==> src/rtl/mem_pkg.sv <==
// mem_pkg: shared state enum, bus widths and field positions for the memory stage.
package mem_pkg;
  typedef enum logic {S_IDLE, S_WAIT} mem_state_e;
  localparam int MEM_DATA_W  = 69;
  localparam int WB_DATA_W   = 69;
  localparam int MEM_BACK_W  = 38;
  localparam int WB_CTRL_W   = 5;
  localparam int RW_MSB      = 68;
  localparam int EX_MSB      = 63;
  localparam int EX_LSB      = 32;
  localparam int RD2_MSB     = 31;
  localparam int WB_REGWRITE = 0;
  localparam int WB_MEMTOREG = 4;
endpackage

==> src/rtl/mem_req_fsm.sv <==
// mem_req_fsm: data-memory handshake FSM with wait counter, timeout and flush-drop flag.
module mem_req_fsm import mem_pkg::*; #(
  parameter int MAX_WAIT = 15
) (
  input  logic clk,
  input  logic rst,
  input  logic req,
  input  logic ready,
  input  logic flush,
  output logic stall,
  output logic timeout,
  output logic drop,
  output logic busy
);
  localparam int CW = $clog2(MAX_WAIT + 1);
  mem_state_e state_q, state_d;
  logic [CW-1:0] cnt_q, cnt_d;
  logic drop_q, drop_d;
  always_comb begin
    busy = state_q == S_WAIT;
    timeout = busy & req & ~ready & (cnt_q == CW'(MAX_WAIT));
    stall = req & ~ready & ~timeout;
    state_d = stall ? S_WAIT : S_IDLE;
    cnt_d = stall ? cnt_q + CW'(1) : '0;
    drop_d = busy & stall & (drop_q | flush);
    drop = drop_q;
  end
  always_ff @(posedge clk or posedge rst)
    if (rst) begin
      state_q <= S_IDLE;
      cnt_q <= '0;
      drop_q <= 1'b0;
    end else begin
      state_q <= state_d;
      cnt_q <= cnt_d;
      drop_q <= drop_d;
    end
endmodule

==> src/rtl/mem_stage.sv <==
// mem_stage: pipeline memory stage with stalling data-memory interface.
// Optional MEM_ALIGN_CHECK_EN adds misaligned-access rejection and o_ADDR_ERR.
module mem_stage import mem_pkg::*; #(
  parameter int MAX_WAIT = 15
) (
  input  logic                  clk,
  input  logic                  rst,
  input  logic                  MEM_FLUSH,
  input  logic                  MEM_CTRL,
  input  logic [WB_CTRL_W-1:0]  WB_CTRL,
  input  logic [MEM_DATA_W-1:0] MEM_DATA,
  output logic                  dm_req,
  output logic                  dm_we,
  output logic [31:0]           dm_addr,
  output logic [31:0]           dm_wdata,
  input  logic [31:0]           dm_rdata,
  input  logic                  dm_ready,
  output logic                  MEM_STALL,
  output logic [MEM_BACK_W-1:0] MEM_BACK,
  output logic [WB_CTRL_W-1:0]  o_WB_CTRL,
  output logic [WB_DATA_W-1:0]  o_WB_DATA,
  output logic                  o_BUS_ERR
`ifdef MEM_ALIGN_CHECK_EN
  ,
  output logic                  o_ADDR_ERR
`endif
);
  logic active, load, squash, req, aerr, stall, timeout, drop, busy, bubble;
  logic [WB_CTRL_W-1:0] wb_ctrl_d, wb_ctrl_q;
  logic [WB_DATA_W-1:0] wb_data_d, wb_data_q;
  logic bus_err_q;
  always_comb begin
    active = MEM_CTRL | WB_CTRL[WB_MEMTOREG];
    load = WB_CTRL[WB_MEMTOREG] & ~MEM_CTRL;
    squash = MEM_FLUSH & ~busy;
`ifdef MEM_ALIGN_CHECK_EN
    aerr = active & ~squash & (MEM_DATA[EX_LSB+1:EX_LSB] != 2'b00);
`else
    aerr = 1'b0;
`endif
    req = active & ~squash & ~aerr & ~rst;
    bubble = MEM_FLUSH | drop | timeout | aerr;
    wb_ctrl_d = (stall | bubble) ? '0 : WB_CTRL;
    wb_data_d = stall ? wb_data_q : {MEM_DATA[RW_MSB:EX_LSB], load ? dm_rdata : MEM_DATA[RD2_MSB:0]};
  end
  mem_req_fsm #(.MAX_WAIT(MAX_WAIT)) u_fsm (
    .clk(clk), .rst(rst), .req(req), .ready(dm_ready), .flush(MEM_FLUSH),
    .stall(stall), .timeout(timeout), .drop(drop), .busy(busy)
  );
  // Load data is deliberately never forwarded from this stage.
  assign MEM_BACK = {WB_CTRL[WB_REGWRITE] & ~WB_CTRL[WB_MEMTOREG] & ~MEM_FLUSH, MEM_DATA[RW_MSB:EX_LSB]};
  assign dm_req = req;
  assign dm_we = MEM_CTRL;
  assign dm_addr = MEM_DATA[EX_MSB:EX_LSB];
  assign dm_wdata = MEM_DATA[RD2_MSB:0];
  assign MEM_STALL = stall;
  assign o_WB_CTRL = wb_ctrl_q;
  assign o_WB_DATA = wb_data_q;
  assign o_BUS_ERR = bus_err_q;
  always_ff @(posedge clk or posedge rst)
    if (rst) begin
      wb_ctrl_q <= '0;
      wb_data_q <= '0;
      bus_err_q <= 1'b0;
    end else begin
      wb_ctrl_q <= wb_ctrl_d;
      wb_data_q <= wb_data_d;
      bus_err_q <= timeout;
    end
`ifdef MEM_ALIGN_CHECK_EN
  logic addr_err_q;
  assign o_ADDR_ERR = addr_err_q;
  always_ff @(posedge clk or posedge rst)
    if (rst) addr_err_q <= 1'b0;
    else addr_err_q <= aerr;
`endif
endmodule

==> config.mk <==
export PLATFORM = sky130hd
export DESIGN_NAME = mem_stage
export DESIGN_NICKNAME = d
export VERILOG_FILES = /design/src/rtl/mem_pkg.sv /design/src/rtl/mem_req_fsm.sv /design/src/rtl/mem_stage.sv
export SDC_FILE = /design/constraint.sdc
export NUM_CORES = 1
export LEC_CHECK = 0
export ABC_AREA = 1
export ABC_CLOCK_PERIOD_IN_PS = 3100
export BUFFER_PORTS_ARGS = -buffer_cell sky130_fd_sc_hd__buf_2
export CORE_ASPECT_RATIO = 0.5
export CORE_MARGIN = 5
export CORE_UTILIZATION = 43
export DETAILED_ROUTE_END_ITERATION = 6
export PLACE_DENSITY = 0.82
export SLEW_MARGIN = 25
export SYNTH_ARGS = -nofsm -noshare
export SYNTH_HDL_FRONTEND = slang
export SYNTH_HIERARCHICAL = 1
export SYNTH_SLANG_ARGS = --single-unit
==> constraint.sdc <==
create_clock -name clk -period 3.1 [get_ports clk]
set_input_delay 0.31 -clock clk [delete_from_list [all_inputs] [get_ports clk]]
set_output_delay 0.31 -clock clk [all_outputs]
set_load 0.1 [all_outputs]
==> out/results.ini <==
[cells_and_area]
multi_input_area_sq_um=1270
fillerInstances=986
register_area_sq_um=2030
area_growth_pct=23.6
antenna_cells=0
drive_gt1_frac=0.419
final_nets=878

[placed_design]
place.gp.congestion=0.851
portBuffers=290
pre_cts_ws_ns=0.742
dp_hpwl_microns=9280

[pwr]
total_power_mw=3.88
p_leak_nw=3.45
comb_power_share=0.419
p_switching_mw=1.89
ir_worst_vdd_mv=0.254
pwr-share-seq=0.306
clkPwrFrac=0.276
swShare=0.488
p_per_area_nw_per_um2=696
p_int_mw=1.99

[clock_tree]
post_cts_buffers=0
cts_max_level=3
cts_buffer_depth=2
clkSlewWorstSetupHoldPaths_ns=0.06
cts_sinks=81
clock_latency_ns=0.32
root_buffer=clkbuf_16
cts_buffers=9
tritoncts=done

[timing]
rsz0062_at_grt=false
relSlewSlack=0.352
fin_skew_ns=0.00470
period_needed_ns=2.58
setup_violations=0
drv_slew=0
fin_crit_sh=0.832
fmax_mhz=388
fin_ws_ns=0.520
timing_hold_violations_final=0
whs_ns=0.191
worstMarginPinSlew_ns=0.970

[global_route]
grt_use_met2=0.335
grt_pass1_vias=3809
antenna_found_initial=0
met3_usage=0.0344
grt_pass1_wl_microns=18900
overflow=0
grt_max_degree=76
top_usage_layer=met2
grt_use_total=0.184
grtUsageMet1=0.230

[hold_path]
holdCritPathClass=input port to flop

[floorplan]
core_area_sq_um=10200
start_util=0.442
die-area_sq_um=12800
row_count=26
dieWidth_microns=155
die_h_microns=82.5
pin_count=291

[synthesis]
syn_inst=587
yosys.cell_types.count=20
syn-cell-area_sq_um=4520
syn_area_per_cell_sq_um=7.69
synth-seq-area-share=0.449
synth_seq_cells=81
synth_nets=699
yosys_warnings=6

[detailed_routing]
routed_wirelength_microns=12400
viasPerCell=4.41
drc=0
dr.pass1.iters=4
num_vias=4014
drtIter0Drc=213
antenna_left=0
post_drt_wl_per_cell_microns=13.6

[worst_setup_path]
worstSetupPathType=input port to flop
worst_path_largest_cell_delay_ns=0.73
crit_chain=dlygate4sd3_1, buf_2, clkinvlp_4, o21ai_2, a21oi_4, nand2_2, clkinv_2, o21ai_4, clkinvlp_4, clkinv_2, nand2_2, nor2_1
critPathLaunchType=input port
arrival_ns=2.79
crit_slowest_cell=clkinv_2
worstPathRequired_ns=3.31
path_max_fanout=70
endpoint_kind=flop

[flow_run]
cap_viol_max_count=0

[status]
status=finished clean

[power by group through the flow]
stage	sequential, mW	combinational (mW)	clock (mW)
floorplan	1.83	0.816	0
global placement	1.20	1.62	0
detailed placement	1.20	1.63	0
CTS	1.19	1.64	1.10
global route	1.20	1.69	1.15
finish	1.19	1.63	1.07
[sequential cells by signal, summed over array words and instances (netlist names)]
name,cells
o_WB_DATA,69
o_WB_CTRL,5
u_fsm/cnt_q,4
o_BUS_ERR,1
u_fsm/busy,1
u_fsm/drop,1
[synth_stat cells]
master	number	area [sq um]
o21ai_4	1	16.3
nor3_1	3	15.0
buf_2	14	70.1
dfrtp_1	81	2030
clkinv_1	1	3.75
nand2_2	2	12.5
buf_4	108	811
clkinv_2	1	5.00
buf_6	5	56.3
nand3_1	65	325
nand2_1	212	796
inv_1	76	285
nor2_2	1	6.26
a21oi_1	1	5.00
o21ai_0	2	10.0
nand4_1	1	6.26
nor2_1	10	37.5
inv_2	1	3.75
ha_1	1	12.5
nand2_4	1	11.3
[through the flow]
stage | TNS [ns] | instances | instance area, sq um | util
global placement | 0 | 894 | 5260 | 0.515
CTS | 0 | 911 | 5580 | 0.546
finish | 0 | 911 | 5580 | 0.546
detailed placement | 0 | 894 | 5260 | 0.515
global route | 0 | 911 | 5580 | 0.546
floorplan | -17.44 | 587 | 4580 | -
[critical path: cells and delay by family]
kind | cells | cell delay (ns)
buffers and inverters | 6 | 1.67
and+or+nand+nor | 3 | 0.53
AOI/OAI and AO/OA | 3 | 0.27
[kinds of logic (layout without fill, tap and decap cells)]
| family | after synthesis | after routing | synth area share |
|---|---|---|---|
| buffers and inverters | 206 | 390 | 0.273 |
| DFF | 81 | 81 | 0.449 |
| adders and majority gates | 1 | 1 | 0.00277 |
| and+or+nand+nor | 295 | 295 | 0.268 |
| AOI/OAI and AO/OA | 4 | 4 | 0.00693 |
[timing repair]
item                      4_1_cts  5_1_grt
hold buffers                    1        0
resized for setup               0        0
hold endpoints to repair        6        0
[area by class of cell]
| cell class | instances | share of cell area |
|---|---|---|
| clock inverters | 7 | 0.0141 |
| clock buffers | 9 | 0.0404 |
| flip-flops and latches | 81 | 0.363 |
| well taps | 140 | 0.0314 |
| inverters | 79 | 0.0549 |
| repair buffers | 295 | 0.268 |
| multi-input cells | 300 | 0.228 |
[per-layer routing]
| metal | vias up | routed length [microns] |
|---|---|---|
| met5 | - | 0 |
| met4 | 0 | 104 |
| met3 | 10 | 717 |
| met2 | 129 | 6530 |
| met1 | 1866 | 5000 |
| li1 | 2009 | - |
[cell usage in the layout (no fill, tap or decap), drive strengths merged]
master       Yosys  layout
nand2          215     215
o21ai            3       3
inv             77      77
a21oi            1       1
bufinv           0       1
buf            127     294
dfrtp           81      81
clkinvlp         0       4
nand4            1       1
nor3             3       3
nor2            11      11
dlygate4sd3      0       1
clkbuf           0       9
clkinv           2       4
nand3           65      65
ha               1       1
[final timing paths]
kind	start	end	slack (ns)	cells past startpoint
worst max-delay path	rst	o_WB_CTRL[0]	0.52	12
worst min-delay path	MEM_DATA[65]	o_WB_DATA[65]	0.19	3
worst max register to register	u_fsm/cnt_q[0]	o_WB_CTRL[0]	0.84	7
worst min register to register	o_WB_DATA[26]	o_WB_DATA[26]	0.47	2
max in group asynchronous	rst	o_WB_DATA[24]	1.81	4
min in group asynchronous	rst	u_fsm/drop	0.49	3
No activity file was read; power rests on OpenSTA's default activity.
